### config.mk
export PLATFORM = sky130hd
export DESIGN_NAME = fifo_rd_fwft_flat
export DESIGN_NICKNAME = d
export VERILOG_FILES = /design/src/rtl/fifo_pkg.sv /design/src/rtl/fifo_rd_fwft_if.sv /design/src/rtl/fifo_rd_buf2.sv /design/src/rtl/fifo_rd_fwft.sv /design/src/flat_wrapper.sv
export SDC_FILE = /design/constraint.sdc
export NUM_CORES = 1
export LEC_CHECK = 0
export BUFFER_PORTS_ARGS = -buffer_cell sky130_fd_sc_hd__buf_2
export CAP_MARGIN = 20
export CORE_MARGIN = 3
export CORE_UTILIZATION = 57
export CTS_BUF_LIST = sky130_fd_sc_hd__clkbuf_4 sky130_fd_sc_hd__clkbuf_8
export CTS_CLUSTER_SIZE = 16
export DETAILED_ROUTE_END_ITERATION = 10
export PLACE_DENSITY = 0.9
export REMOVE_ABC_BUFFERS = 1
export SLEW_MARGIN = 10
export SYNTH_ARGS = -nofsm -noshare
export SYNTH_HDL_FRONTEND = slang
export SYNTH_SLANG_ARGS = --single-unit
### constraint.sdc
create_clock -name rclk -period 4.1 [get_ports rclk]
set_input_delay 0.615 -clock rclk [delete_from_list [all_inputs] [get_ports rclk]]
set_output_delay 0.615 -clock rclk [all_outputs]
set_load 0.01 [all_outputs]
### src/rtl/fifo_pkg.sv
// Shared constants and types for the async FIFO read-side output stage.
package fifo_pkg;

    localparam int unsigned DATASIZE_DEFAULT = 8;

    // Buffer occupancy, legal range 0..2.
    typedef logic [1:0] occ_t;

    localparam occ_t OCC_MAX = 2'd2;

endpackage

### src/rtl/fifo_rd_fwft_if.sv
// Read-side bundle: pop/empty/data from the pointer logic and memory, plus the
// downstream valid/ready stream. master = the output stage, slave = its surroundings.
interface fifo_rd_fwft_if
    import fifo_pkg::*;
#(
    parameter int unsigned DATASIZE = DATASIZE_DEFAULT
);
    logic                rempty;
    logic [DATASIZE-1:0] rdata;
    logic                rinc;
    logic                m_valid;
    logic [DATASIZE-1:0] m_data;
    logic                m_ready;

    modport master (
        input  rempty, rdata, m_ready,
        output rinc, m_valid, m_data
    );

    modport slave (
        output rempty, rdata, m_ready,
        input  rinc, m_valid, m_data
    );
endinterface

### src/rtl/fifo_rd_buf2.sv
// Two-entry shift buffer: slot0 is the head, slot1 the second entry.
// clr drops the occupancy without touching the slot contents.
module fifo_rd_buf2
    import fifo_pkg::*;
#(
    parameter int unsigned DATASIZE = DATASIZE_DEFAULT
) (
    input  logic                clk,
    input  logic                rst,
    input  logic                clr,
    input  logic                push,
    input  logic                pop,
    input  logic [DATASIZE-1:0] din,
    output logic [DATASIZE-1:0] head,
    output occ_t                occ
);
    logic [DATASIZE-1:0] slot0;
    logic [DATASIZE-1:0] slot1;

    always_ff @(posedge clk or posedge rst) begin
        if (rst) begin
            occ   <= '0;
            slot0 <= '0;
            slot1 <= '0;
        end else if (clr) begin
            occ <= '0;
        end else begin
            case ({push, pop})
                2'b10: begin
                    if (occ == 2'd0) begin
                        slot0 <= din;
                    end else begin
                        slot1 <= din;
                    end
                    occ <= occ + 2'd1;
                end
                2'b01: begin
                    slot0 <= slot1;
                    occ   <= occ - 2'd1;
                end
                2'b11: begin
                    // Occupancy unchanged; the incoming word lands behind whatever remains.
                    if (occ == 2'd1) begin
                        slot0 <= din;
                    end else begin
                        slot0 <= slot1;
                        slot1 <= din;
                    end
                end
                default: begin
                end
            endcase
        end
    end

    assign head = slot0;

endmodule

### src/rtl/fifo_rd_fwft.sv
// First-word-fall-through read stage: credit-based fetches into a 2-word buffer.
// Optional synchronous flush input enabled by defining FIFO_RD_FLUSH_EN.
module fifo_rd_fwft
    import fifo_pkg::*;
#(
    parameter int unsigned DATASIZE = DATASIZE_DEFAULT,
    parameter int unsigned RD_LAT   = 1
) (
    input  logic rclk,
    input  logic rrst,
`ifdef FIFO_RD_FLUSH_EN
    input  logic rflush,
`endif
    fifo_rd_fwft_if.master bus
);
    if (RD_LAT != 1) begin : g_bad_rd_lat
        $error("fifo_rd_fwft: only RD_LAT=1 is supported");
    end

    logic       flush;
    logic       inflight;
    logic       pop;
    logic [2:0] credit;
    occ_t       occ;

`ifdef FIFO_RD_FLUSH_EN
    assign flush = rflush;
`else
    assign flush = 1'b0;
`endif

    assign pop    = bus.m_valid & bus.m_ready;
    // Words held plus the one returning, minus the one leaving this cycle.
    assign credit = {1'b0, occ} + {2'b0, inflight} - {2'b0, pop};

    assign bus.rinc    = ~rrst & ~flush & ~bus.rempty & (credit < 3'd2);
    assign bus.m_valid = (occ != '0);

    always_ff @(posedge rclk or posedge rrst) begin
        if (rrst) begin
            inflight <= 1'b0;
        end else begin
            inflight <= bus.rinc;
        end
    end

    fifo_rd_buf2 #(
        .DATASIZE(DATASIZE)
    ) u_buf (
        .clk  (rclk),
        .rst  (rrst),
        .clr  (flush),
        .push (inflight),
        .pop  (pop),
        .din  (bus.rdata),
        .head (bus.m_data),
        .occ  (occ)
    );

    a_credit_bound : assert property (@(posedge rclk) disable iff (rrst)
        (({1'b0, occ} + {2'b0, inflight}) <= {1'b0, OCC_MAX}));

    a_no_rinc_when_empty : assert property (@(posedge rclk) disable iff (rrst)
        !(bus.rinc && bus.rempty));

    a_hold_stable : assert property (@(posedge rclk) disable iff (rrst)
        (bus.m_valid && !bus.m_ready && !flush) |=> $stable(bus.m_data));

endmodule

### src/flat_wrapper.sv
// flat-port wrapper written by rule: the top's interface ports become plain ports
module fifo_rd_fwft_flat import fifo_pkg::*;
#(
    parameter int unsigned DATASIZE = DATASIZE_DEFAULT,
    parameter int unsigned RD_LAT   = 1
)
  (rclk, rrst, bus_rempty, bus_rdata, bus_m_ready, bus_rinc, bus_m_valid, bus_m_data);
  fifo_rd_fwft_if #(.DATASIZE(DATASIZE)) bus_i ();
  input  logic rclk;
  input  logic rrst;
  input wire logic [$bits(bus_i.rempty)-1:0] bus_rempty;
  input wire logic [$bits(bus_i.rdata)-1:0] bus_rdata;
  input wire logic [$bits(bus_i.m_ready)-1:0] bus_m_ready;
  output wire logic [$bits(bus_i.rinc)-1:0] bus_rinc;
  output wire logic [$bits(bus_i.m_valid)-1:0] bus_m_valid;
  output wire logic [$bits(bus_i.m_data)-1:0] bus_m_data;
  assign bus_i.rempty = bus_rempty;
  assign bus_i.rdata = bus_rdata;
  assign bus_i.m_ready = bus_m_ready;
  assign bus_rinc = bus_i.rinc;
  assign bus_m_valid = bus_i.m_valid;
  assign bus_m_data = bus_i.m_data;
  fifo_rd_fwft #(.DATASIZE(DATASIZE), .RD_LAT(RD_LAT)) u_core (.rclk(rclk), .rrst(rrst), .bus(bus_i));
endmodule
==> qor.csv <==
stage;metric;value;unit
global_route;first-pass GRT wire length;2960;um
die;cell row count;13;
placement;placed cell area;1051;um^2
worst_setup_path;crit path DAT;2870;ps
worst_setup_path;Req. time, crit path;3480;ps
logic_synthesis;Top FF cell, synth;dfrtp_1;
detailed_routing;1st-iter DRT viols;13;
clocking;H-tree depth;1;
power_and_ir_drop;Lkg Pwr;0.5119;nW
logic_synthesis;ys async rst share;1.000;
worst_setup_path;Crit Reg-Reg Startpoint;u_core.u_buf.occ[1]$_DFFE_PP0N_;
detailed_routing;final WL;1778;um
die;Die H;46.44;um
layout;Area growth syn-to-layout;15.70;%
logic_synthesis;mean area per synthesized cell;12.95;um^2
timing;Slew HR;0.5311;
logic_synthesis;FF+latch count, synth;19;
logic_synthesis;XOR/XNOR Fraction of Synth Area;0.02819;
clocking;worst skew pair latency;290;ps
min_path;Hold Crit Class;input pin to async pin;
logic_synthesis;synthesized instance count;72;
detailed_routing;DRC viols;0;
logic_synthesis;Synth Area in Adders;0.06174;
logic_synthesis;Cell variety after synth;23;
logic_synthesis;Ys Warns;0;
timing;TNS Setup;0;ps
worst_setup_path;CP Max Fanout;7;
placement;IO buf count;21;
worst_setup_path;Crit Path Class;flip-flop to output port;
job;Max Cap Viol;0;
power_and_ir_drop;Pwr Density;806.6;nW/um^2
global_route;Overflow after GRT;0;
timing;final setup vio count;0;
logic_synthesis;Simple-Gate Fraction of Synth Area;0.1154;
die;core area;1415;um^2
clocking;Bufs on Longest Clock Path;2;
logic_synthesis;Compound-Gate Fraction of Synth Area;0.1477;
placement;placer congestion estimate;0.7109;
layout;final instance area;1079;um^2
die;initial core utilization;0.6587;
placement;Detail Placement HPWL;1325;um
timing;Slew @ Worst Pin;702.6;ps
clocking;post-cts resize count;0;
layout;Nets;113;
status;status;completed;
clocking;CTS Hold Buffers Added;0;
layout;n_diodes;0;
layout;share of cells above drive strength 1;0.3958;
global_route;number of global-route vias before repair;673;
worst_setup_path;Critical path origin;u_core.u_buf.occ[1]$_DFFE_PP0N_;
logic_synthesis;Post-synth EDFFs;0;
die;Ports;22;
worst_setup_path;crit path launch type;flip-flop;
timing;max-slew violation count;0;
timing;RSZ-0062 raised after global routing;no;
detailed_routing;average wire per cell in the routed design;16.02;um
logic_synthesis;synthesized area;932.1;um^2
clocking;Clock Tree Root;clkbuf_4;
global_route;largest net degree at the start of global routing;20;
timing;Hold Slack;425.6;ps
clocking;CTS sink count;19;
power_and_ir_drop;peak supply drop;513.7;uV
timing;Tmin final;3487;ps
timing;worst clock skew;2.971;ps
global_route;initial antenna violation count;0;
timing;Tcrit/Tclk final;0.8504;
worst_setup_path;Crit. End Element;output port;
die;die area;2157;um^2
clocking;cts bufs inserted;3;
clocking;Clock Pin Slew Worst Setup and Hold Paths;110;ps
detailed_routing;DR pass1 iterations;4;
clocking;CTS tree;done;
logic_synthesis;post-synthesis sequential area ratio;0.5101;
die;die width;46.44;um
layout;Core Util, Final;0.7622;
detailed_routing;via count;643;
logic_synthesis;largest family of logic cells by synthesized area;compound AO/OA/AOI/OAI gates;
detailed_routing;vias per cell;5.793;
logic_synthesis;multiplexer share of the synthesized area;0.1114;
timing;Final Hold Viols;0;
global_route;GR Util All Layers;0.1919;
timing;Peak Freq;286.8;MHz
detailed_routing;DRT antenna net count;0;
clocking;setup bufs post-CTS;0;
[worst max-delay path, stage by stage, from the launching register on]
cell      delay [ps]
dfrtp_1          450
inv_1             80
ha_1             280
nand2b_1         200
ha_1             340
nand2b_1         180
fa_1             390
xor2_1           160
nor4b_1          310
buf_2            200
[cell families after synthesis]
| family | after synthesis |
|---|---|
| AO/OA/AOI/OAI | 14 |
| XOR/XNOR | 3 |
| adder cells (fa/ha/maj) | 4 |
| buffers and inverters | 6 |
| flip-flops | 19 |
| multiplexers | 9 |
| AND/OR/NAND/NOR | 17 |
[synthesized netlist by cell type, types with 2 or more instances]
cell | number | area share
o21ai_0 | 2 | 0.011
and2_1 | 7 | 0.047
nand2_1 | 4 | 0.016
ha_1 | 3 | 0.040
dfrtp_1 | 19 | 0.51
xnor2_1 | 2 | 0.019
inv_1 | 5 | 0.020
nand2b_1 | 2 | 0.013
a221o_1 | 7 | 0.075
mux2_2 | 8 | 0.097
[stage by stage]
stage          setup slack, ps  cells  total power (W)
2_1_floorplan             1101     71        0.0006503
5_1_grt                  420.6    111        0.0009379
6_report                 613.3    111        0.0008699
3_5_place_dp             906.4    107        0.0007801
3_3_place_gp              1072    107        0.0007512
4_1_cts                  577.7    111        0.0008773
[where the power goes]
part	internal (W)	total [W]	switching, W
clock network	0.0000362	0.0000944	0.0000582
registers	0.000282	0.000343	0.0000608
logic	0.000224	0.000432	0.000208
total	0.000542	0.000870	0.000327
[area by class of cell]
type / count / area [um^2]
clock buffers: 3 / 22.52
clock inverters: 1 / 5.005
fillers: 92 / 336.6
inverters: 5 / 18.77
multi-input cells: 47 / 432.9
flip-flops and latches: 19 / 475.5
well taps: 15 / 18.77
repair buffers: 21 / 105.1
[per-layer routing]
metal	vias up	global-route usage	part of all wire
met4	0	0.04545	0.0022
met2	13	0.3407	0.52
met3	2	0.03906	0.043
met1	319	0.2356	0.43
met5	-	0	0
li1	309	-	-
[registers in the layout (all words and copies together), names as in the netlist]
name and cells:
u_core.u_buf.head 8, u_core.u_buf.slot1 8, u_core.inflight 1, u_core.u_buf.occ 2
[cell usage in the layout (no fill, tap or decap), drive strengths merged]
cell / n
a211o: 1
a21oi: 1
a221o: 7
a221oi: 1
a31oi: 2
and2: 7
and4bb: 1
buf: 21
clkbuf: 3
clkinv: 1
dfrtp: 19
fa: 1
ha: 3
inv: 5
mux2: 8
mux2i: 1
nand2: 4
nand2b: 2
nor2: 1
nor3b: 1
nor4b: 1
o21ai: 2
xnor2: 2
xor2: 1
[worst paths after layout]
| kind | cells past startpoint | end | slack, ps |
|---|---|---|---|
| worst min register to register | 1 | u_core.u_buf.head[3]$_DFFE_PP0P_ | 520 |
| min in group rclk | 2 | u_core.inflight$_DFF_PP0_ | 480 |
| worst min-delay path | 2 | u_core.u_buf.head[2]$_DFFE_PP0P_ | 430 |
| worst max register to register | 8 | u_core.inflight$_DFF_PP0_ | 1600 |
| worst max-delay path | 9 | bus_rinc | 610 |
| max in group asynchronous | 2 | u_core.u_buf.head[5]$_DFFE_PP0P_ | 3230 |
(Power assumes the default switching activity.)
